File: config.mk
export PLATFORM = sky130hd
export DESIGN_NAME = usb3_phy_tx_sched
export DESIGN_NICKNAME = d
export VERILOG_FILES = /design/src/rtl/usb3_phy_tx_sched.sv
export SDC_FILE = /design/constraint.sdc
export NUM_CORES = 1
export LEC_CHECK = 0
export ABC_AREA = 1
export CAP_MARGIN = 25
export CORE_ASPECT_RATIO = 1.75
export CORE_MARGIN = 2
export CORE_UTILIZATION = 48
export CTS_CLUSTER_SIZE = 25
export DETAILED_ROUTE_END_ITERATION = 8
export GPL_TIMING_DRIVEN = 0
export PLACE_DENSITY = 0.8
export SKIP_CTS_REPAIR_TIMING = 1
export SYNTH_ARGS = -nofsm -noshare
export SYNTH_HDL_FRONTEND = slang
export SYNTH_SLANG_ARGS = --single-unit
File: constraint.sdc
create_clock -name clk_phy -period 2.1 [get_ports clk_phy]
set_input_delay 0.63 -clock clk_phy [delete_from_list [all_inputs] [get_ports clk_phy]]
set_output_delay 0.63 -clock clk_phy [all_outputs]
set_load 0.05 [all_outputs]
File: src/rtl/usb3_phy_tx_sched.sv
// USB3 PHY transmit scheduler: shares one 10-bit symbol lane between LCMD, HP and DP
// with atomic packets, electrical-idle sequencing, DP starvation override and length policing.
module usb3_phy_tx_sched #(
  parameter int unsigned IDLE_DLY    = 16,
  parameter int unsigned EI_EXIT_CYC = 4,
  parameter int unsigned STARVE_LIM  = 8,
  parameter int unsigned MAX_PKT     = 1100
) (
  input  logic       clk_phy,
  input  logic       rst_phy,
  input  logic [9:0] lcmd_data,
  input  logic       lcmd_valid,
  input  logic       lcmd_last,
  output logic       lcmd_ready,
  input  logic [9:0] hp_data,
  input  logic       hp_valid,
  input  logic       hp_last,
  output logic       hp_ready,
  input  logic [9:0] dp_data,
  input  logic       dp_valid,
  input  logic       dp_last,
  output logic       dp_ready,
  output logic [9:0] tx_data,
  output logic       tx_valid,
  input  logic       tx_ready,
  output logic       tx_elec_idle,
  output logic [1:0] gnt_id,
  output logic       starve_evt,
  output logic       len_err
);

  localparam int unsigned IW = $clog2(IDLE_DLY + 1);
  localparam int unsigned WW = $clog2(EI_EXIT_CYC + 1);
  localparam int unsigned SW = $clog2(STARVE_LIM + 1);

  localparam logic [IW-1:0] IDLE_END   = IW'(IDLE_DLY - 1);
  localparam logic [WW-1:0] WAKE_END   = WW'(EI_EXIT_CYC - 1);
  localparam logic [SW-1:0] STARVE_MAX = SW'(STARVE_LIM);
  localparam logic [10:0]   LEN_END    = 11'(MAX_PKT - 1);

  typedef enum logic [1:0] {ST_EI, ST_WAKE, ST_IDLE, ST_XFER} state_t;
  typedef enum logic [1:0] {SRC_NONE, SRC_LCMD, SRC_HP, SRC_DP} src_t;

  state_t        state, state_nxt;
  src_t          owner, owner_nxt;
  logic [WW-1:0] wake_cnt, wake_nxt;
  logic [IW-1:0] idle_cnt, idle_nxt;
  logic [SW-1:0] starve_cnt, starve_nxt;
  logic [10:0]   len_cnt, len_nxt;

  logic       any_valid;
  logic       own_valid;
  logic       own_last;
  logic [9:0] own_data;

  assign any_valid = lcmd_valid | hp_valid | dp_valid;
  assign gnt_id    = owner;

  always_comb begin
    own_valid = 1'b0;
    own_last  = 1'b0;
    own_data  = '0;
    case (owner)
      SRC_LCMD: begin own_valid = lcmd_valid; own_last = lcmd_last; own_data = lcmd_data; end
      SRC_HP:   begin own_valid = hp_valid;   own_last = hp_last;   own_data = hp_data;   end
      SRC_DP:   begin own_valid = dp_valid;   own_last = dp_last;   own_data = dp_data;   end
      default:  ;
    endcase
  end

  always_comb begin
    state_nxt    = state;
    owner_nxt    = owner;
    wake_nxt     = wake_cnt;
    idle_nxt     = idle_cnt;
    starve_nxt   = starve_cnt;
    len_nxt      = len_cnt;
    tx_elec_idle = 1'b0;
    tx_valid     = 1'b0;
    tx_data      = '0;
    lcmd_ready   = 1'b0;
    hp_ready     = 1'b0;
    dp_ready     = 1'b0;
    starve_evt   = 1'b0;
    len_err      = 1'b0;

    case (state)
      ST_EI: begin
        tx_elec_idle = 1'b1;
        if (any_valid) begin
          state_nxt = ST_WAKE;
          wake_nxt  = '0;
        end
      end

      ST_WAKE: begin
        if (wake_cnt == WAKE_END) begin
          state_nxt = ST_IDLE;
          idle_nxt  = '0;
        end else begin
          wake_nxt = wake_cnt + 1'b1;
        end
      end

      ST_IDLE: begin
        // a request in the same cycle the idle timer expires takes precedence over EI entry
        if (any_valid) begin
          state_nxt = ST_XFER;
          idle_nxt  = '0;
          len_nxt   = '0;
          if (dp_valid && (starve_cnt >= STARVE_MAX)) begin
            owner_nxt  = SRC_DP;
            starve_evt = 1'b1;
          end else if (lcmd_valid) begin
            owner_nxt = SRC_LCMD;
          end else if (hp_valid) begin
            owner_nxt = SRC_HP;
          end else begin
            owner_nxt = SRC_DP;
          end
          if (owner_nxt == SRC_DP) begin
            starve_nxt = '0;
          end else if (dp_valid && (starve_cnt != STARVE_MAX)) begin
            starve_nxt = starve_cnt + 1'b1;
          end
        end else if (idle_cnt == IDLE_END) begin
          state_nxt = ST_EI;
        end else begin
          idle_nxt = idle_cnt + 1'b1;
        end
      end

      ST_XFER: begin
        tx_valid = own_valid;
        tx_data  = own_data;
        case (owner)
          SRC_LCMD: lcmd_ready = tx_ready;
          SRC_HP:   hp_ready   = tx_ready;
          SRC_DP:   dp_ready   = tx_ready;
          default:  ;
        endcase
        if (own_valid && tx_ready) begin
          if (own_last || (len_cnt == LEN_END)) begin
            len_err   = ~own_last;
            state_nxt = ST_IDLE;
            owner_nxt = SRC_NONE;
            idle_nxt  = '0;
          end else begin
            len_nxt = len_cnt + 1'b1;
          end
        end
      end

      default: state_nxt = ST_EI;
    endcase
  end

  always_ff @(posedge clk_phy or posedge rst_phy) begin
    if (rst_phy) begin
      state      <= ST_EI;
      owner      <= SRC_NONE;
      wake_cnt   <= '0;
      idle_cnt   <= '0;
      starve_cnt <= '0;
      len_cnt    <= '0;
    end else begin
      state      <= state_nxt;
      owner      <= owner_nxt;
      wake_cnt   <= wake_nxt;
      idle_cnt   <= idle_nxt;
      starve_cnt <= starve_nxt;
      len_cnt    <= len_nxt;
    end
  end

endmodule

After elaboration in Yosys (flattened, before gate mapping):

Cells that the tools add are included.

* add/subtract/negate cells: 4
* $mul: 0
* eq/ne operators: 20
* div/mod/pow operators: 0
* reductions and logical operators: 15
* bitwise operators: 3
* shift operators: 0
* mux-type cells: 49
* order comparisons: 1

Operators with widths (count)
* $mux W11: 3
* $pmux W10 S3: 1
* $mux W2: 13
* $mux W5: 5
* $pmux W11 S2: 1
* $mux W1: 15
* $pmux W5 S3: 1
* $ne A2 B2 Y1 const B: 7
* $add A11 B1 Y11 const B: 1
* $eq A11 B11 Y1 const B: 1
* $eq A2 B2 Y1 const B: 5
* $mux W10: 1
* $reduce_and A5 Y1: 2
* $mux W4: 2
* $pmux W2 S4: 1
* $reduce_and A4 Y1: 2
* $mux W3: 2
* $ne A3 B3 Y1 const B: 2
* $pmux W1 S3: 2
* $pmux W3 S2: 1
* $reduce_and A3 Y1: 2
* $reduce_bool A2 Y1: 3
* $add A5 B1 Y5 const B: 1
* $eq A5 B4 Y1 const B: 1
* 13 further kinds: 17

* output and inout bits: 19
* memories: 0
* bits in read-only memories: 0
* latch bits: 0
* logic and storage cells: 98
* register bits: 27
* bits in writable memories: 0

Logic depth before layout (Yosys ltp):

* depth in word-level cells: 8
* mapped depth: 11
* depth with buffers taken out: 10

Worst setup path after synthesis:

Ideal clock, no wire load.

* kind: register to output
* from: reg owner[0] (netlist: gnt_id[0])
* to: out len_err
* slack: -1.119 ns
* cell stages (with the launch flop): 6
* arrival: 2.589 ns
* buffers on the path: 1
* data required time: 1.470 ns
* path through: dfrtp_1 buf_6 nor2_1 nor2_2 nand3_2 nor4_1

* longest elaborated chain between the ends: 6
* elaborated cells between the ends (all ways): 11
* those cells by class: eq/ne (3); mux (5); bitwise (1); reduce/logical (2)

Ends and longest elaborated chain
* start: declaration: line 45 `src_t owner, owner_nxt;`
* start signal: assignment: line 168 `owner <= owner_nxt;`
* $eq A2 B2 Y1 or $eq A2 B1 Y1 (tied branches): line 63 `case (owner)`
* $pmux W1 S3: line 63
* $logic_or A1 B1 Y1 or $not A1 Y1 (tied branches): line 143, 144
* $mux W1: line 143 `if (own_last || (len_cnt == LEN_END)) begin`
* $mux W1 *: line 142 `if (own_valid && tx_ready) begin`
* $mux W1 *: line 87 `case (state)`
* end: declaration: line 29 `output logic len_err`

Every way passes the cells marked *; elsewhere a longest branch is shown, timed or not.

Worst setup path in the final report:

* from: reg owner[1] (netlist: gnt_id[1])
* to: out len_err

The elaborated chain is that of the path after synthesis.

==> metrics.txt <==
failing checks=negative setup slack; Netlist Area Pre-Place=2059 um^2; fraction of layout cells with a size suffix above 1=25.96%; Initial Utilization=50.09%; Die X=53.52 um; final-stage net count=436; Root Driver=clkbuf_8; initial antenna violation count=0; Worst EP required=1470 ps; pwr/cell area=1042 nW/um^2; most common cell type on the critical path=nor2_4; routed vias=2286; relative slew slack=65.91%; most frequent cells in the layout=108 x nand2_1, 37 x inv_1, 34 x clkdlybuf4s50_1, 24 x dfrtp_1, 22 x nand3_1; Synth-to-Final Area Change=52.37%; Syn. warnings=0; outcome=finished with violations; maximum fanout along the worst path=7; gr usage total=24.26%; M3 GR Usage=2.483%; Pre-antenna DRT Iters=4; Netlist cell types=29; Post-synth EDFFs=0; Clock transition at path regs=100 ps; FMAX=0.4281 GHz; r2r setup slk=310 ps; RSZ-0062 raised after global routing=true; Critical path origin=gnt_id[1]; crit-path max cell delay=around 550 ps; Mapped Nets=360; fin crit share=111.2%; # clock sinks=27; vias in the first global route=2163; R2R cell count=11; dominant cells by area after synthesis=dfrtp_1 33%, nand2_1 22%, inv_1 7.5%, nand3_1 7.0%, ha_1 4.3%; cell accounting for the most synthesized area=dfrtp_1; post-synthesis async set-or-reset flop share=100.0%; drt total wl=6.416 mm; Max-Cap Viols=0; Pins Over Slew Limit=0; Vias/cell=5.219; DRC viols=0; Port Buf Inserts=57; Placer Congestion=0.9211; Hold Path End=idle_cnt[4]; GR peak layer=met2; CP endpoint kind=primary output; main flop type after synthesis=dfrtp_1; die area=about 4900 um^2; Slew @ Worst Pin=510.5 ps; Site Rows=31; top-level port count=58; Crit-path slowest cell=dfrtp_2; Antenna Violating Nets Remaining=0; part of the Yosys area used for sequential elements=between 30 and 40%; Placement Setup Slack=-1108 ps; WL/cell=14.65 um; HPWL Detailed=4.346 mm; capture point of the worst reg-to-reg path=len_cnt[4]; Die H=around 90 um; CTS Buf Count=3; Yosys reg bits=27; core area=a little over 4000 um^2; htree depth=1; grt ovf=0; Worst IR Drop VDD=0.8592 mV; Hold Path Origin=idle_cnt[4]; Setup violations, final=13; met1 GRT Util=around 23%; antenna cells=0; Final WS setup=-235.8 ps; first-pass GRT wire length=about 8.9 mm; worst-path cell chain=buf_4 -> nor2_4 -> nor2_4 -> nand3_4 -> nor4_4 -> buf_6; WS Path Type=flip-flop to primary output; Hold Crit Depth=2; Worst Hold Class=flip-flop to flip-flop; skew final=roughly 7.9 ps; largest net degree at the start of global routing=28; Worst Hold Margin=484.3 ps; Synth Instances=314; DRT iter0 DRCs=76; Hold Violations, Final=0; GR Layer Usage met2=between 40% and 50%; Yosys top cell area share=32.81%; data arrival time of the worst path=1710 ps; Reg-to-Reg Start=gnt_id[1]; CP startpoint kind=flip-flop; Worst-Skew Late Latency=around 270 ps; most common cell after layout, fill and taps aside=nand2_1; CTS tree=built; clock buffer depth=2; syn avg cell area=6.559 um^2; LEAKAGE=1.572 nW; fin crit period=2336 ps
-- flip-flops by register name (all words and copies together), names as in the netlist --
name and count:
len_cnt 11, idle_cnt 5, starve_cnt 4, wake_cnt 3, gnt_id 2, state 2
-- cell usage after synthesis (2+ instances only) --
cell,instances
nor3b_1,2
inv_1,41
xor2_1,5
nand3_1,29
nand2_2,6
nand3_2,4
dfrtp_1,27
o21ai_2,5
o21ai_0,10
buf_6,3
a31oi_1,2
nand2_4,2
inv_2,5
nor3_1,3
nor2_1,23
ha_1,7
clkinv_1,3
nand2_1,120
nor2_2,3
nand4_1,5
-- layout make-up --
class | count | area [um^2]
Tap cell | 49 | 61.31
Clock buffer | 3 | 41.29
Buffer | 4 | 48.80
Timing Repair inverter | 3 | 22.52
Inverter | 49 | 207.7
Sequential cell | 27 | 679.4
Fill cell | 307 | 973.4
Clock inverter | 1 | 7.507
Timing Repair Buffer | 68 | 728.2
Multi-Input combinational cell | 234 | 1341
-- logic make-up (layout without fill, tap and decap cells) --
group,after synthesis,after routing,synth area share (%)
flip-flops,27,27,32.81
adder cells (fa/ha/maj),7,7,4.253
buffers and inverters,53,128,10.81
AND/OR/NAND/NOR,201,201,43.56
AO/OA/AOI/OAI,21,21,6.440
XOR/XNOR,5,5,2.126
-- layer usage --
metal,share of wire (%),vias to the layer above,routed length (um)
li1,-,1133,-
met1,35,1066,2267
met2,58,69,3739
met3,3.0,18,192
met4,3.4,0,216
met5,0,-,0
-- critical path, delay by kind of cell (launching register included) --
| kind | cells | cell delay, ps |
|---|---|---|
| buf+inv | 2 | 380 |
| flops | 1 | 550 |
| simple gates | 4 | 510 |
-- stage by stage --
stage	TNS [ps]	area, um^2	std cells	util (%)	power, mW
final	-1463	3138	438	76.32	3.271
after detailed placement	-13140	2736	420	66.56	2.422
after global placement	-12810	2736	420	66.56	2.385
after global routing	-2259	3138	438	76.32	3.467
after floorplan	-121.4	2105	314	-	1.954
after CTS	-14710	2785	424	67.74	2.729
-- how the worst max path moves through the flow --
| stage | end | slack, ps | depth (start not counted) |
|---|---|---|---|
| after floorplan | len_err | -120 | 5 |
| after global placement | len_err | -1090 | 6 |
| after detailed placement | len_err | -1110 | 6 |
| after CTS | len_err | -1110 | 6 |
| after global routing | len_err | -260 | 6 |
| final | len_err | -240 | 6 |
-- power by group --
part / total, mW / leakage, nW / internal (mW) / switching, mW
clock: 0.306 / 0.0217 / 0.135 / 0.171
combinational: 2.20 / 1.19 / 0.824 / 1.38
sequential: 0.766 / 0.362 / 0.626 / 0.139
total: 3.27 / 1.57 / 1.58 / 1.69
Note: power is estimated with default switching activity, not from simulation.
